===== src/rtl/imem_loader_if.sv =====
// Byte-stream input and instruction-memory write port of imem_loader.
// slave = loader side, master = byte source / memory side.
interface imem_loader_if #(
  parameter int ADDR_W = 8
);
  logic              in_valid;
  logic [7:0]        in_data;
  logic              in_ready;
  logic              im_we;
  logic [ADDR_W-1:0] im_addr;
  logic [31:0]       im_wdata;

  modport master (
    output in_valid, in_data,
    input  in_ready, im_we, im_addr, im_wdata
  );

  modport slave (
    input  in_valid, in_data,
    output in_ready, im_we, im_addr, im_wdata
  );
endinterface


===== src/rtl/imem_loader.sv =====
// Boot loader: length-prefixed big-endian byte stream -> instruction memory writes.
// Define IMEM_LOADER_CSUM_EN to expect and verify a trailing 8-bit sum byte.
module imem_loader #(
  parameter int ADDR_W    = 8,
  parameter int MAX_WORDS = 256
) (
  input  logic          clk,
  input  logic          reset,
  imem_loader_if.slave  bus,
  output logic          cpu_reset,
  output logic          load_done,
  output logic          load_err,
  output logic [ADDR_W:0] word_count
);

  localparam int CW = ADDR_W + 1;

  typedef enum logic [2:0] {
    S_LEN_HI,
    S_LEN_LO,
    S_DATA,
    S_RUN,
    S_ERR
`ifdef IMEM_LOADER_CSUM_EN
    , S_CSUM
`endif
  } state_e;

`ifdef IMEM_LOADER_CSUM_EN
  localparam state_e S_END = S_CSUM;
`else
  localparam state_e S_END = S_RUN;
`endif

  state_e        state, state_nxt;
  logic          armed;
  logic          acc;
  logic [7:0]    len_hi;
  logic [15:0]   len_full;
  logic [CW-1:0] n_words;
  logic [1:0]    byte_cnt;
  logic [23:0]   shreg;
  logic          last_word;
`ifdef IMEM_LOADER_CSUM_EN
  logic [7:0]    csum;
`endif

  assign acc       = bus.in_valid && bus.in_ready;
  assign len_full  = {len_hi, bus.in_data};
  assign last_word = (word_count + CW'(1)) == n_words;

  always_ff @(posedge clk or posedge reset) begin
    if (reset) state <= S_LEN_HI;
    else       state <= state_nxt;
  end

  always_comb begin
    state_nxt = state;
    case (state)
      S_LEN_HI: if (acc) state_nxt = S_LEN_LO;
      S_LEN_LO: if (acc) begin
        if (len_full > 16'(MAX_WORDS)) state_nxt = S_ERR;
        else if (len_full == '0)       state_nxt = S_END;
        else                           state_nxt = S_DATA;
      end
      S_DATA: if (acc && byte_cnt == 2'd3 && last_word) state_nxt = S_END;
`ifdef IMEM_LOADER_CSUM_EN
      S_CSUM: if (acc) state_nxt = (bus.in_data == csum) ? S_RUN : S_ERR;
`endif
      default: ;
    endcase
  end

  // armed keeps in_ready low until the first edge after reset release
  always_comb begin
    bus.in_ready = 1'b0;
    cpu_reset    = 1'b1;
    load_done    = 1'b0;
    load_err     = 1'b0;
    case (state)
      S_LEN_HI, S_LEN_LO, S_DATA: bus.in_ready = armed;
`ifdef IMEM_LOADER_CSUM_EN
      S_CSUM: bus.in_ready = armed;
`endif
      S_RUN: begin
        cpu_reset = 1'b0;
        load_done = 1'b1;
      end
      S_ERR: load_err = 1'b1;
      default: ;
    endcase
  end

  always_ff @(posedge clk or posedge reset) begin
    if (reset) begin
      armed        <= 1'b0;
      len_hi       <= '0;
      n_words      <= '0;
      byte_cnt     <= '0;
      shreg        <= '0;
      word_count   <= '0;
      bus.im_we    <= 1'b0;
      bus.im_addr  <= '0;
      bus.im_wdata <= '0;
`ifdef IMEM_LOADER_CSUM_EN
      csum         <= '0;
`endif
    end else begin
      armed     <= 1'b1;
      bus.im_we <= 1'b0;
      if (acc) begin
        case (state)
          S_LEN_HI: len_hi  <= bus.in_data;
          S_LEN_LO: n_words <= CW'(len_full);
          S_DATA: begin
            shreg    <= {shreg[15:0], bus.in_data};
            byte_cnt <= byte_cnt + 2'd1;
`ifdef IMEM_LOADER_CSUM_EN
            csum     <= csum + bus.in_data;
`endif
            // word_count doubles as the write index: it is the number of words already stored
            if (byte_cnt == 2'd3) begin
              bus.im_we    <= 1'b1;
              bus.im_addr  <= word_count[ADDR_W-1:0];
              bus.im_wdata <= {shreg, bus.in_data};
              word_count   <= word_count + CW'(1);
            end
          end
          default: ;
        endcase
      end
    end
  end

endmodule


===== src/flat_wrapper.sv =====
// flat-port wrapper written by rule: the top's interface ports become plain ports
module imem_loader_flat 
#(
  parameter int ADDR_W    = 8,
  parameter int MAX_WORDS = 256
)
  (clk, reset, cpu_reset, load_done, load_err, word_count, bus_in_valid, bus_in_data, bus_in_ready, bus_im_we, bus_im_addr, bus_im_wdata);
  imem_loader_if #(.ADDR_W(ADDR_W)) bus_i ();
  input  logic clk;
  input  logic reset;
  output logic cpu_reset;
  output logic load_done;
  output logic load_err;
  output logic [ADDR_W:0] word_count;
  input wire logic [$bits(bus_i.in_valid)-1:0] bus_in_valid;
  input wire logic [$bits(bus_i.in_data)-1:0] bus_in_data;
  output wire logic [$bits(bus_i.in_ready)-1:0] bus_in_ready;
  output wire logic [$bits(bus_i.im_we)-1:0] bus_im_we;
  output wire logic [$bits(bus_i.im_addr)-1:0] bus_im_addr;
  output wire logic [$bits(bus_i.im_wdata)-1:0] bus_im_wdata;
  assign bus_i.in_valid = bus_in_valid;
  assign bus_i.in_data = bus_in_data;
  assign bus_in_ready = bus_i.in_ready;
  assign bus_im_we = bus_i.im_we;
  assign bus_im_addr = bus_i.im_addr;
  assign bus_im_wdata = bus_i.im_wdata;
  imem_loader #(.ADDR_W(ADDR_W), .MAX_WORDS(MAX_WORDS)) u_core (.clk(clk), .reset(reset), .bus(bus_i), .cpu_reset(cpu_reset), .load_done(load_done), .load_err(load_err), .word_count(word_count));
endmodule

===== config.mk =====
export PLATFORM = sky130hd
export DESIGN_NAME = imem_loader_flat
export DESIGN_NICKNAME = d
export VERILOG_FILES = /design/src/rtl/imem_loader_if.sv /design/src/rtl/imem_loader.sv /design/src/flat_wrapper.sv
export SDC_FILE = /design/constraint.sdc
export NUM_CORES = 1
export LEC_CHECK = 0
export ABC_AREA = 0
export BUFFER_PORTS_ARGS = -buffer_cell sky130_fd_sc_hd__buf_2
export CAP_MARGIN = 25
export CORE_UTILIZATION = 35
export CTS_BUF_LIST = sky130_fd_sc_hd__clkbuf_8 sky130_fd_sc_hd__clkbuf_16
export CTS_CLUSTER_DIAMETER = 80
export CTS_CLUSTER_SIZE = 40
export DETAILED_ROUTE_END_ITERATION = 10
export SLEW_MARGIN = 25
export SYNTH_ARGS = -nofsm -noshare
export SYNTH_HDL_FRONTEND = slang
export SYNTH_SLANG_ARGS = --single-unit
export TNS_END_PERCENT = 20

===== constraint.sdc =====
create_clock -name clk -period 2.6 [get_ports clk]
set_input_delay 0.13 -clock clk [delete_from_list [all_inputs] [get_ports clk]]
set_output_delay 0.13 -clock clk [all_outputs]
set_load 0.01 [all_outputs]

==> metrics.md <==
| Metric | Value |
|---|---|
| Status | `completed` |
| CTS resizes | `0` |
| R2R Setup Slk | `between 0.5 and 0.6 ns` |
| Vias in the first global route | `2658` |
| Fraction of registers with async set/reset | `100%` |
| Max Buffers Root-to-Sink | `2` |
| Critical Path Source Type | `flop` |
| Multi-input logic area | `1500 sq um` |
| Setup TNS | `0 ns` |
| Slew @ Worst Pin | `0.810 ns` |
| Hold endpoint | `u_core.bus.im_wdata[0]` |
| Worst Setup End Kind | `flop` |
| Buffers added on ports | `64` |
| First-pass GRT wire length | `13300 um` |
| Unique cell type count in the Yosys netlist | `41` |
| Worst clock skew | `~0.009 ns` |
| Final hold slack | `0.0690 ns` |
| Final Slew Violations | `0` |
| Initial antenna violation count | `0` |
| Final wirelength | `7900 um` |
| Area growth, synth to finish | `19.8%` |
| Cell taking the most area after synthesis | `dfrtp_1` |
| Grt total ovfl | `0` |
| Top Metal Used | `met4` |
| I/O pins | `between 60 and 70` |
| Core area | `between 10000 and 15000 sq um` |
| CTS Buf Count | `9` |
| Final Util | `43.7%` |
| H-tree levels | `3` |
| Crit path time final | `2.08 ns` |
| CP cell instances | `ha_1, xor2_1, a2111oi_2, nand4b_1, nor3_1, a31oi_1, mux2_2` |
| Post-route ant nets | `0` |
| Clk slew on worst S/H paths | `0.07 ns` |
| Area of the mapped netlist | `4010 sq um` |
| CTS root buf | `clkbuf_16` |
| DP Cell Count | `roughly 520` |
| DR vias/cell | `4.72` |
| Yosys warning count | `0` |
| Number of max-cap violations | `0` |
| # diodes | `0` |
| Layout cells sized above 1 | `between 30% and 40%` |
| R2R cell count | `7` |
| Crit share post-route | `79.8%` |
| Critical path type | `flop to flop` |
| Worst r2r dst | `u_core.state[0]` |
| Leak | `between 2 and 3 nW` |
| Critical R2R Launch | `u_core.word_count[0]` |
| Largest net degree at the start of global routing | `38` |
| Worst hold path type | `input port to flop` |
| # rows | `38` |
| Setup crit start | `u_core.word_count[0]` |
| Routability Congestion | `0.777` |
| Number of synthesized flops with an enable pin | `0` |
| IR Drop Worst-Case VDD | `0.000284 V` |
| RSZ-0062 raised after global routing | `no` |
| Pwr Density | `714 nW/um^2` |
| Max Freq | `between 0.4 and 0.5 GHz` |
| Starting DRC count in detailed routing | `70` |
| Clock Sinks | `97` |
| Via Count | `2537` |
| Post-synth net total | `336` |
| Final instance area | `4800 sq um` |
| Drt pass-1 iters | `4` |
| Routed WL per cell | `around 15 um` |
| DP Area | `4490 sq um` |
| Synthesized flop and latch total | `97` |
| Post-DP HPWL | `5490 um` |
| Slowest stage delay, CP | `approximately 0.46 ns` |
| Most common cell in the netlist | `dfrtp_1` |
| Die W | `109 um` |
| Synth top area share | `~61%` |
| Fill cells | `1058` |
| CP max-delay cell | `dfrtp_1` |
| Leading cell types by total area after synthesis | `dfrtp_1 (61%), mux2_2 (14%), nand2_1 (8.0%), xnor2_1 (2.8%), mux2_1 (2.8%)` |
| CTS tree | `built` |
| Syn avg cell area | `12.4 sq um` |
| Hold Startpoint | `bus_in_data[0]` |
| Post-Syn Instances | `between 300 and 400` |
| Die area | `11900 sq um` |
| Drc violations | `0` |
| DR WL met2 | `approximately 3700 um` |
| Post-route insts no fill | `538` |
| Met1 Wirelength | `roughly 3700 um` |
| Sequential-to-total area share from yosys stat | `60.5%` |
| Hold path depth | `2` |
| DIE HEIGHT | `109 um` |
| Initial Util | `between 30% and 40%` |
| Rel. slew slack | `45.9%` |
| Finish-stage setup viols | `0` |
| GR Util All Layers | `15.0%` |
| Arrival @ worst endpoint | `between 2 and 2.5 ns` |
| Worst EP required | `2.83 ns` |
| Primary FF master, synth | `dfrtp_1` |
| Synth cell count leaders | `dfrtp_1 (97), nand2_1 (85), mux2_2 (49)` |
| Skew-Pair Late Insertion Delay | `~0.35 ns` |
| Hold Vio Cnt, Final | `0` |
| Max FO, Critical Path | `6` |
| Fin nets | `406` |
| FF+latch area | `2430 sq um` |
| Metal3 WL | `between 200 and 300 um` |
[how the worst max path moves through the flow]
stage | cells past startpoint | endpoint | slack [ns]
after floorplan | 7 | u_core.state[0] | 0.60
after global placement | 7 | u_core.state[0] | 0.57
after detailed placement | 7 | u_core.state[0] | 0.52
after CTS | 7 | u_core.state[0] | 0.51
after global routing | 7 | u_core.state[0] | 0.37
final | 7 | u_core.state[0] | 0.52
[critical path, delay by kind of cell, from the launching register on]
family | cells | cell delay (ns)
flip-flops | 1 | 0.46
AO/OA/AOI/OAI | 2 | 0.39
adder cells (fa/ha/maj) | 1 | 0.35
AND/OR/NAND/NOR | 2 | 0.33
multiplexers | 1 | 0.28
XOR/XNOR | 1 | 0.16
[layout by cell type, fill, tap and decap left out, types with 3 or more instances in the layout]
cell        n
nand2_1    85
nor3_1      4
inv_6       3
dfrtp_1    97
nor4_1      3
mux2_2     49
buf_4       5
buf_2      64
mux2_1     10
xor2_1      8
xnor2_1    13
clkbuf_16   9
nor2_1      7
[state kept, by name, summed over array words and instances, names as in the netlist]
name                 flops
u_core.bus.im_wdata     32
u_core.bus.im_addr       8
u_core.word_count        9
u_core.state             3
u_core.len_hi            8
u_core.byte_cnt          2
u_core.bus.im_we         1
u_core.n_words           9
u_core.armed             1
u_core.shreg            24
[kinds of logic after synthesis]
logic type	share of synthesized area [%]
XOR/XNOR	4.59
buffers and inverters	2.15
multiplexers	16.8
AO/OA/AOI/OAI	2.09
AND/OR/NAND/NOR	13.1
adder cells (fa/ha/maj)	0.624
other	0.0935
flip-flops	60.5
[layer usage]
| metal | track usage (%) | vias to the layer above |
|---|---|---|
| met2 | 23.9 | 52 |
| met5 | 0 | - |
| met1 | 19.5 | 1259 |
| met3 | 2.21 | 12 |
| met4 | 8.69 | 0 |
| li1 | - | 1214 |
[layout make-up]
type	instances	share of cell area (%)
flip-flops and latches	97	50.6
multi-input cells	210	31.1
clock inverters	7	1.49
repair buffers	71	8.08
well taps	140	3.65
clock buffers	9	4.69
inverters	4	0.391
[through the flow]
stage / total power, mW / worst slack, ns
3_5_place_dp: 2.16 / 0.517
2_1_floorplan: 2.06 / 0.600
6_report: 3.43 / 0.524
5_1_grt: 3.59 / 0.369
3_3_place_gp: 2.15 / 0.569
4_1_cts: 3.47 / 0.510
[where the power goes]
part           total (mW)  switching (mW)  internal [mW]
Sequential           1.79           0.129           1.66
Combinational       0.343           0.142          0.201
Clock                1.30           0.623          0.677
[repair_timing]
| item | CTS | global route |
|---|---|---|
| endpoints found under the hold margin | 35 | 0 |
| buffers inserted | 0 | 0 |
| hold buffers | 1 | 0 |
Note: power is estimated with default switching activity, not from simulation.
